[src/rtl/mfetch_pkg.sv]
// mfetch_pkg: shared definitions for the instruction fetch stage.
//   - opcode values seen by fetch (Nop, End)
//   - NOP_PAIR: the bubble shown to decode when no valid word is available
//   - fetch_state_t: fetch FSM encoding
//   - IMEM_ADDR_W_DFLT: default instruction memory word-address width,
//     shared with the memory wrapper
package mfetch_pkg;

  localparam logic [5:0] OPC_NOP = 6'h00;
  localparam logic [5:0] OPC_END = 6'h3F;

  localparam logic [63:0] NOP_PAIR = {OPC_NOP, 26'b0, OPC_NOP, 26'b0};

  localparam int IMEM_ADDR_W_DFLT = 14;

  typedef enum logic [1:0] {
    BOOT = 2'd0,
    RUN  = 2'd1,
    HALT = 2'd2
  } fetch_state_t;

endpackage

[src/rtl/mfetch.sv]
// mfetch: instruction fetch stage feeding decode.
// Owns the fetch PC, drives a synchronous 64-bit instruction memory with a
// one-cycle read latency and presents one {upper, lower} instruction pair
// plus its PC to decode every cycle.
//
// Ports:
//   clk          clock
//   rstn         asynchronous active-low reset
//   interlock    decode cannot accept; pc/inst are held stable
//   branch_flag  one-cycle redirect pulse from decode
//   branch_pc    redirect target (valid with branch_flag)
//   imem_en      instruction memory read enable
//   imem_addr    instruction memory word address
//   imem_dout    instruction memory read data (one cycle after the address)
//   pc           PC of the pair on inst
//   inst         instruction pair to decode
//   halted       high once an End has been accepted by decode
module mfetch
  import mfetch_pkg::*;
#(
  parameter int          IMEM_ADDR_W = IMEM_ADDR_W_DFLT,
  parameter logic [31:0] BOOT_PC     = 32'h0
) (
  input  logic                   clk,
  input  logic                   rstn,
  input  logic                   interlock,
  input  logic                   branch_flag,
  input  logic [31:0]            branch_pc,
  output logic                   imem_en,
  output logic [IMEM_ADDR_W-1:0] imem_addr,
  input  logic [63:0]            imem_dout,
  output logic [31:0]            pc,
  output logic [63:0]            inst,
  output logic                   halted
);

  fetch_state_t state_q, state_d;
  logic [31:0]  nxt_pc_q, nxt_pc_d;
  logic [31:0]  rd_pc_q, rd_pc_d;
  logic         rd_valid_q, rd_valid_d;

  logic         show;
  logic         halt_accept;

  // The word on imem_dout is only shown while it is a requested word and
  // fetch has not halted; everything else is a bubble.
  assign show   = rd_valid_q && (state_q != HALT);
  assign inst   = show ? imem_dout : NOP_PAIR;
  assign pc     = show ? rd_pc_q : 32'h0;
  assign halted = (state_q == HALT);

  // End counts only when decode actually accepts it; the interlock and
  // branch cases take priority in the next-state logic below.
  assign halt_accept = show && (imem_dout[63:58] == OPC_END);

  // Address mux. While stalled the displayed word is re-read so the
  // synchronous memory output stays stable across the stall.
  always_comb begin
    imem_en   = 1'b1;
    imem_addr = nxt_pc_q[IMEM_ADDR_W-1:0];
    if (state_q == HALT) begin
      imem_en = 1'b0;
    end else if (branch_flag) begin
      imem_addr = branch_pc[IMEM_ADDR_W-1:0];
    end else if (interlock && rd_valid_q) begin
      imem_addr = rd_pc_q[IMEM_ADDR_W-1:0];
    end
  end

  // Next-state logic. A redirect overrides any interlock in the same cycle
  // because decode flushes its input while branching.
  always_comb begin
    state_d    = state_q;
    nxt_pc_d   = nxt_pc_q;
    rd_pc_d    = rd_pc_q;
    rd_valid_d = rd_valid_q;
    if (state_q != HALT) begin
      if (branch_flag) begin
        rd_pc_d    = branch_pc;
        nxt_pc_d   = branch_pc + 32'd1;
        rd_valid_d = 1'b1;
        state_d    = RUN;
      end else if (interlock) begin
        // hold everything, including during BOOT
      end else if (halt_accept) begin
        state_d    = HALT;
        rd_valid_d = 1'b0;
      end else begin
        rd_pc_d    = nxt_pc_q;
        nxt_pc_d   = nxt_pc_q + 32'd1;
        rd_valid_d = 1'b1;
        state_d    = RUN;
      end
    end
  end

  always_ff @(posedge clk or negedge rstn) begin
    if (!rstn) begin
      state_q    <= BOOT;
      nxt_pc_q   <= BOOT_PC;
      rd_pc_q    <= 32'h0;
      rd_valid_q <= 1'b0;
    end else begin
      state_q    <= state_d;
      nxt_pc_q   <= nxt_pc_d;
      rd_pc_q    <= rd_pc_d;
      rd_valid_q <= rd_valid_d;
    end
  end

endmodule

[config.mk]
export PLATFORM = sky130hd
export DESIGN_NAME = mfetch
export DESIGN_NICKNAME = d
export VERILOG_FILES = /design/src/rtl/mfetch_pkg.sv /design/src/rtl/mfetch.sv
export SDC_FILE = /design/constraint.sdc
export NUM_CORES = 1
export LEC_CHECK = 0
export BUFFER_PORTS_ARGS = -buffer_cell sky130_fd_sc_hd__clkbuf_2
export CORE_UTILIZATION = 45
export CTS_CLUSTER_SIZE = 30
export DETAILED_ROUTE_END_ITERATION = 6
export GPL_ROUTABILITY_DRIVEN = 0
export PLACE_DENSITY_LB_ADDON = 0.3
export SYNTH_ARGS = -nofsm -noshare
export SYNTH_HDL_FRONTEND = slang
export SYNTH_SLANG_ARGS = --single-unit
[constraint.sdc]
create_clock -name clk -period 2.1 [get_ports clk]
set_clock_uncertainty 0.05 [all_clocks]
set_input_delay 0.42 -clock clk [delete_from_list [all_inputs] [get_ports clk]]
set_output_delay 0.42 -clock clk [all_outputs]
set_load 0.05 [all_outputs]
==> results of run 1 <==
state kept, by name, indices dropped and copies added, names as in the netlist:
name,count
state_q,2
rd_pc_q,32
nxt_pc_q,32
rd_valid_q,1
routing by layer:
layer	wire length, µm	global-route usage, %	vias to the layer above
met5	0	0	-
met2	11500	59.7	498
met3	2140	6.42	111
met4	1100	15.8	0
li1	-	-	2991
met1	8370	40.9	3264
report_power, final:
group	switching [mW]	total, mW	internal, mW
Sequential	0.221	1.72	1.50
Clock	0.594	1.70	1.10
Combinational	1.92	3.14	1.23
layout by cell type, fill, tap and decap left out, drive strengths merged, types with 5 or more instances in the layout:
cell    count
buf       181
clkbuf    181
and3       97
nand2      69
dfrtp      67
nor2       52
o21ai      41
mux2i      36
a21oi      29
nand3      25
inv        15
xor2       14
xnor2      13
a222oi     12
nand4      12
nor3       12
a22oi      11
nand3b     10
o221ai      7
nand4b      7
o211ai      6
nor2b       5
layout make-up:
cell class	instances	area (µm²)	area share, %
antenna	1	2.50	0.0283
clock buffer	12	256	2.90
clock inverter	4	72.6	0.820
inverter	16	63.8	0.721
multi-input combinational	509	3650	41.2
sequential	67	1680	19.0
tap	143	179	2.02
timing repair buffer	351	2950	33.3
cells in the mapped netlist, types with 7 or more instances:
cell type,n,share of area (%)
inv_1,16,1.1
nand2_1,68,4.7
a21oi_1,27,2.5
nand3_1,20,1.9
nand3b_1,8,1.1
xnor2_1,13,2.1
nand4_1,9,1.0
xor2_1,14,2.3
o221ai_1,7,1.1
dfrtp_1,67,31
clkbuf_1,36,2.5
o21ai_0,40,3.7
buf_2,9,0.84
nor3_1,9,0.84
a22oi_1,8,1.1
a222oi_1,12,2.2
nor2_1,50,3.5
and3_1,97,11
mux2i_1,35,6.5
kinds of logic after synthesis:
family                     after synthesis  synth area share, %
buffers and inverters                   72                 6.12
AOI/OAI and AO/OA                      130                 17.4
DFF                                     67                 31.1
and+or+nand+nor                        309                 33.2
xor gates and xnor gates                27                 4.38
adders and majority gates                1                0.232
muxes                                   40                 7.59
what timing repair did:
action                                 in CTS  in global routing
buffers inserted                            4                 18
resized for setup                         120                113
cloned                                      2                  5
setup endpoints to repair                 115                117
pin swaps                                   8                 18
endpoints found under the hold margin       0                  0
path summary, 6_finish.rpt:
kind,start,endpoint,slack (ps)
max reg2reg,nxt_pc_q[0],nxt_pc_q[26],-10
min,rstn,rd_pc_q[10],50
max,state_q[0],imem_addr[12],-200
max in group asynchronous,rstn,rd_valid_q,1640
min in group clk,branch_pc[22],rd_pc_q[22],360
min reg2reg,rd_pc_q[31],rd_pc_q[31],440
==> metrics.cfg, run 1 <==
[timing]
fin_crit_ps = 2300
setup_viol = 49
hold_slack_ps = 52.0
relSlewSlack_pct = 64.4
maxSlewViolCount = 0
setup_slack_ps = -203
rsz0062_at_grt = yes
worst_slew_pin_slew_ps = 520
period_share_pct = 110
fmax_mhz = 434
setup-tns-final_ps = -4450
finalHoldViolCount = 0

[synthesis]
syn_nets = 747
yosysSeqAreaShare_pct = 31.1
avgSynthCellArea_um2 = 8.35
ys_warn_count = 0
synth-edff-count = 0
ys_ff_latch = 67
synthArstFlopShare_pct = 100
ys.flop_type = dfrtp_1
syn_area_um2 = 5390
syn_inst = 646
synth_cell_types = 70

[clock_network]
htreeDepth = 3
clkSlewWorstSetupHoldPaths_ps = 60
cts_sinks = 67
root_buffer = clkbuf_16
postCtsHoldBufs = 0
cts_tree = yes
cts_buffers = 9
cts.path.max_buffers = 2
clock_latency_ps = 340

[detailed_routing]
first_iter_violations = 940
vias_per_cell = 6.22
drtAntennaViolNets = 0
drt_first_pass_iters = 7
vias = 6864
wl_per_cell_um = 21.0
wirelength_mm = 23.1
drc_errors = 23

[layout]
area_growth_pct = 64.1
utilization_pct = 76.6
finalNonFillerCells = 1103
final_area_um2 = 8850
nNetsFinal = 1055
fillers = 717
drive_above_1_share_pct = 47.7

[global_route]
antenna_found_initial = 1
grt_usage_pct = 34.2
grt_overflow_total = 0
first_global_vias = 6416
grt_pass1_wl_mm = 33.7
grt_max_degree = 68

[placement]
dpl_worst_slack_ps = -467
placed_cell_area_um2 = 7570
dp.cells = 1057
dp_hpwl_mm = 15.5
portBuffers = 211

[critical_path]
worstPathArrival_ps = 1830
crit_buf_inv = 5
crit_chain = nand2b_4 -> clkinvlp_4 -> nor2_4 -> buf_4 -> a222oi_1 -> buf_4 -> inv_2 -> buf_12
crit_path_start_kind = flip-flop
worst_path_most_repeated_cell = buf_4
r2r.worst_path.cells = 7
crit_slowest_cell = dfrtp_1
cpLargestDelayFamily = buffers and inverters
path_class = flip-flop to primary output
cp_max_fo = 7
crit_path_end_kind = primary output
slowest_delay_ps = 380
cp.depth = 8
worstPathRequired_ps = 1630

[die]
initial_core_util_pct = 46.6
row_count = 39
die_h_um = 111
dieWidth_um = 111
core_area_um2 = 11600
io_pins = 212
die-area_um2 = 12400

[power_and_ir_drop]
power_mw = 6.56
leakage_nw = 4.35
power_density_nw_per_um2 = 741
ir_drop_v = 0.000452

[run]
cap_violations = 0

[outcome]
violations = DRC, setup timing
status = finished with violations

[worst_hold_path]
hold_class = input port to asynchronous set/reset pin

Power figures use the tool's default switching activity.
==> run 2, diff against run 1 <==
==> constraint.sdc (replaced) <==
create_clock -name clk -period 2.1 [get_ports clk]
set_clock_uncertainty 0.05 [all_clocks]
set_input_delay 0.21 -clock clk [delete_from_list [all_inputs] [get_ports clk]]
set_output_delay 0.21 -clock clk [all_outputs]
set_load 0.05 [all_outputs]
==> metrics.cfg, run 2 (same netlist as run 1, synthesis figures left out) <==
[outcome]
status = finished with violations
violations = DRC, setup timing

[layout]
reg_top3 = nxt_pc_q (32), rd_pc_q (32), state_q (2)
finalNonFillerCells = 1079
final_common_cell = clkbuf_2
utilization_pct = 69.0
area_growth_pct = 48.0
antenna_cells = 0
drive_above_1_share_pct = 43.6
final_cell_mix = 198 x clkbuf_2, 106 x buf_4, 97 x and3_1
nNetsFinal = 1032

[critical_path]
path_class = flip-flop to primary output
crit_path_end_kind = primary output
crit_path_start_kind = flip-flop
cpLargestDelayFamily = buffers and inverters
worst_path_most_repeated_cell = buf_12
cp_max_fo = 4
slowest_delay_ps = 380
crit_buf_inv = 5
worstPathRequired_ps = 1840
crit_slowest_cell = dfrtp_1
crit_chain = nand2b_4 -> clkinvlp_4 -> nor2_2 -> buf_12 -> buf_4 -> a222oi_1 -> inv_2 -> buf_12
worstPathArrival_ps = 1920

[die]
initial_core_util_pct = 46.6
row_count = 39
dieWidth_um = 111
io_pins = 212
core_area_um2 = 11600
die_h_um = 111
die-area_um2 = 12400

[detailed_routing]
wl_per_cell_um = 18.6
wirelength_mm = 20.1
drt_first_pass_iters = 7
first_iter_violations = 577
vias_per_cell = 5.94
drtAntennaViolNets = 0
vias = 6406
drc_errors = 23

[timing]
setup_viol = 10
period_share_pct = 104
fin_crit_ps = 2180
fmax_mhz = 459
setup_slack_ps = -78.2
worst_slew_pin_slew_ps = 457
rsz0062_at_grt = yes
finalHoldViolCount = 0
relSlewSlack_pct = 68.6
hold_slack_ps = 129
maxSlewViolCount = 0

[clock_network]
htreeDepth = 3
clock_latency_ps = 350
cts.path.max_buffers = 2
cts_tree = yes
cts_sinks = 67
clkSlewWorstSetupHoldPaths_ps = 50
cts_buffers = 9
root_buffer = clkbuf_16

[power_and_ir_drop]
p_sw_mw = 2.61
leakage_nw = 4.01
pwr-share-comb_pct = 46.3
sw_frac_of_total_pct = 43.3
power_density_nw_per_um2 = 754
p_int_mw = 3.41
p_seq_share_pct = 28.2
ir_drop_v = 0.000510
power_mw = 6.02
clockPowerShare_pct = 25.5

[placement]
portBuffers = 211
dp_hpwl_mm = 14.9
dp.cells = 1050

[worst_hold_path]
hold_class = input port to flip-flop

[run]
cap_violations = 0

[global_route]
grt_usage_pct = 31.9
grt_pass1_wl_mm = 31.4
antenna_found_initial = 0
grt_max_degree = 68
grt_overflow_total = 0
first_global_vias = 6119

run 2: cell types whose count changed in the layout (fill, tap and decap cells not counted), sizes merged:
cell         change
buf             -50
bufbuf           -1
bufinv           -1
clkbuf          +29
clkinvlp         +1
diode            -1
dlygate4sd3      +1
nand2            -1
nor2             -1
run 2: metal layers:
layer	vias up	global-route usage (%)	share of wire [%]
li1	2940	-	-
met1	3094	39.9	40
met2	321	52.5	49
met3	51	6.64	8.1
met4	0	15.3	3.1
met5	-	0	0
run 2: power by group through the flow:
stage                     logic [mW]  registers [mW]  clock network, mW
after floorplan                 1.77            1.66                  0
after global placement          2.64            1.69                  0
after detailed placement        2.69            1.71                  0
after CTS                       2.72            1.69               1.55
after global routing            2.93            1.72               1.59
final                           2.79            1.70               1.54
run 2: metrics by stage:
stage,cell area [µm²],setup TNS [ps],setup WS [ps]
5_1_grt,7980,-1210,-213
3_3_place_gp,7470,-550,-114
6_report,7980,-428,-78.2
3_5_place_dp,7470,-1710,-229
2_1_floorplan,5530,-2230,-331
4_1_cts,7820,-106,-79.3
run 2: what timing repair did:
item	in CTS	in global routing
pin swaps	2	20
hold buffers	1	0
endpoints found under the hold margin	67	0
gates cloned	0	1
endpoints found under the setup margin	12	66
setup buffers	4	8
gates resized for setup	6	30
run 2: area by class of cell:
cell class / instances / area (µm²)
Fill cell: 904 / 3580
Multi-Input combinational cell: 507 / 3540
Timing Repair Buffer: 330 / 2220
Sequential cell: 67 / 1680
Clock buffer: 12 / 246
Tap cell: 143 / 179
Inverter: 16 / 63.8
Clock inverter: 4 / 50.0
run 2: worst paths after layout:
| kind | start | end | slack [ps] | depth (start not counted) |
|---|---|---|---|---|
| min in group asynchronous | rstn | rd_pc_q[10] | 380 | 3 |
| worst max register to register | nxt_pc_q[1] | nxt_pc_q[22] | 60 | 9 |
| worst max-delay path | state_q[0] | imem_addr[12] | -80 | 8 |
| worst min-delay path | interlock | rd_valid_q | 130 | 3 |
| max in group asynchronous | rstn | rd_valid_q | 1300 | 3 |
| worst min register to register | rd_pc_q[28] | rd_pc_q[28] | 440 | 2 |
run 2: worst min-delay path: stages:
cell and delay [ps]:
clkbuf_2 120, o21ai_0 90, nand2_1 70
==> run 3, diff against run 2 <==
BUFFER_PORTS_ARGS = unset   (was -buffer_cell sky130_fd_sc_hd__clkbuf_2)
CORE_UTILIZATION = 59   (was 45)
DONT_BUFFER_PORTS = 1   (was unset)
==> metrics.cfg, run 3 (same netlist as run 1, synthesis figures left out) <==
[layout]
nNetsFinal = 884
antenna_cells = 0
area_growth_pct = 33.9
finalNonFillerCells = 895
final_area_um2 = 7220
drive_above_1_share_pct = 33.0
final_cell_mix = 153 x buf_4, 97 x and3_1, 62 x nand2_1, 62 x dfrtp_1, 47 x nor2_1
final_common_cell = buf_4
reg_top3 = nxt_pc_q (32), rd_pc_q (32), state_q (2)

[die]
initial_core_util_pct = 61.3
die_h_um = 97.6
io_pins = 212
row_count = 34
core_area_um2 = 8810
die-area_um2 = 9530
dieWidth_um = 97.6

[global_route]
grt_use_met3_pct = 7.48
antenna_found_initial = 0
grt_max_degree = 111
met1_usage_pct = 50.1
grt_usage_pct = 39.8
grt_overflow_total = 0
grt_pass1_wl_mm = 30.0
top_usage_layer = met2
first_global_vias = 5865
met2_usage_pct = 66.2

[timing]
fmax_mhz = 443
setup_viol = 28
setup_slack_ps = -159
setup-tns-final_ps = -1090
relSlewSlack_pct = 56.5
rsz0062_at_grt = yes
worst_slew_pin_slew_ps = 645
finalHoldViolCount = 0
maxSlewViolCount = 0
fin_crit_ps = 2260
period_share_pct = 108
hold_slack_ps = 8.11

[clock_network]
root_buffer = clkbuf_8
cts_tree = yes
htreeDepth = 3
clock_latency_ps = 370
cts_sinks = 67
cts.path.max_buffers = 2
clkSlewWorstSetupHoldPaths_ps = 80
cts_buffers = 9

[critical_path]
worstPathArrival_ps = 2000
timing.rr.start = nxt_pc_q[23]
reg2reg_slack_ps = -120
cp_max_fo = 14
crit_chain = nand2b_4 -> buf_8 -> nand2_2 -> buf_8 -> a222oi_1 -> inv_1 -> buf_12
worst_path_most_repeated_cell = buf_8
r2r_end = nxt_pc_q[28]
path_class = flip-flop to primary output
worstPathRequired_ps = 1840
slowest_delay_ps = 440
crit_slowest_cell = dfrtp_1
crit_path_start_kind = flip-flop
crit_path_end_kind = primary output
r2r.worst_path.cells = 6

[outcome]
violations = DRC, setup timing
status = finished with violations

[worst_hold_path]
min-delay-start = branch_pc[2]
whs_endpoint = rd_pc_q[2]
hold_class = input port to flip-flop
holdPathStages = 2

[power_and_ir_drop]
ir_drop_v = 0.000543
power_density_nw_per_um2 = 747
leakage_nw = 3.37

[placement]
dpl_worst_slack_ps = -161
portBuffers = 0
dp.cells = 845
placed_cell_area_um2 = 6600
dp_hpwl_mm = 13.5

[detailed_routing]
drt_first_pass_iters = 7
drtAntennaViolNets = 0
vias = 6319
vias_per_cell = 7.06
first_iter_violations = 1066
drc_errors = 50
wl_per_cell_um = 23.8
wirelength_mm = 21.3

[run]
cap_violations = 0

==> run 3: cell count changes in the layout (fill, tap and decap cells not counted), sizes merged, moves of 2 or more <==
cell / before / now
clkbuf: 210 / 12
buf: 131 / 172
dlygate4sd3: 1 / 8
clkinv: 1 / 3
clkinvlp: 3 / 1
==> run 3: layout make-up <==
class | instances | area [µm²]
repair buffers | 181 | 1580
flip-flops and latches | 67 | 1680
clock inverters | 3 | 15.0
fillers | 471 | 1580
multi-input cells | 508 | 3600
inverters | 16 | 63.8
well taps | 108 | 135
clock buffers | 12 | 145
==> run 3: worst max path at each step <==
stage,from,endpoint,slack [ps],depth (start not counted)
floorplan,branch_flag,nxt_pc_q[28],-330,12
global placement,state_q[1],nxt_pc_q[17],-20,8
detailed placement,state_q[1],nxt_pc_q[17],-160,8
CTS,state_q[0],imem_addr[13],-20,7
global route,state_q[1],imem_addr[3],-210,7
finish,state_q[1],imem_addr[3],-160,7
==> run 3: routing by layer <==
layer	vias to the layer above	part of all wire (%)
met1	2991	35
met5	-	0
met3	136	12
met4	0	5.2
li1	2628	-
met2	564	47
==> run 3: timing repair <==
| item | CTS | global route |
|---|---|---|
| resized for setup | 8 | 28 |
| hold endpoints to repair | 80 | 0 |
| hold buffers | 10 | 0 |
| gates cloned | 0 | 1 |
| setup endpoints to repair | 31 | 66 |
| pin swaps | 5 | 25 |
| setup buffers | 9 | 15 |
==> run 3: worst max-delay path, delay by kind of cell (launching register included) <==
family	cells	cell delay, ps
flops	1	440
simple gates	2	250
compound gates	1	310
buf+inv	4	630
==> run 3: stage by stage <==
step                util, %  total power [mW]
global placement       74.9              4.12
detailed placement     74.9              4.19
floorplan                 -              3.43
finish                 82.0              5.40
CTS                    79.4              5.21
global route           82.0              5.54
==> run 3: power by group <==
| group | switching, mW | leakage, nW | internal [mW] |
|---|---|---|---|
| combinational | 1.77 | 2.51 | 0.952 |
| sequential | 0.224 | 0.775 | 1.49 |
| clock | 0.504 | 0.0860 | 0.449 |
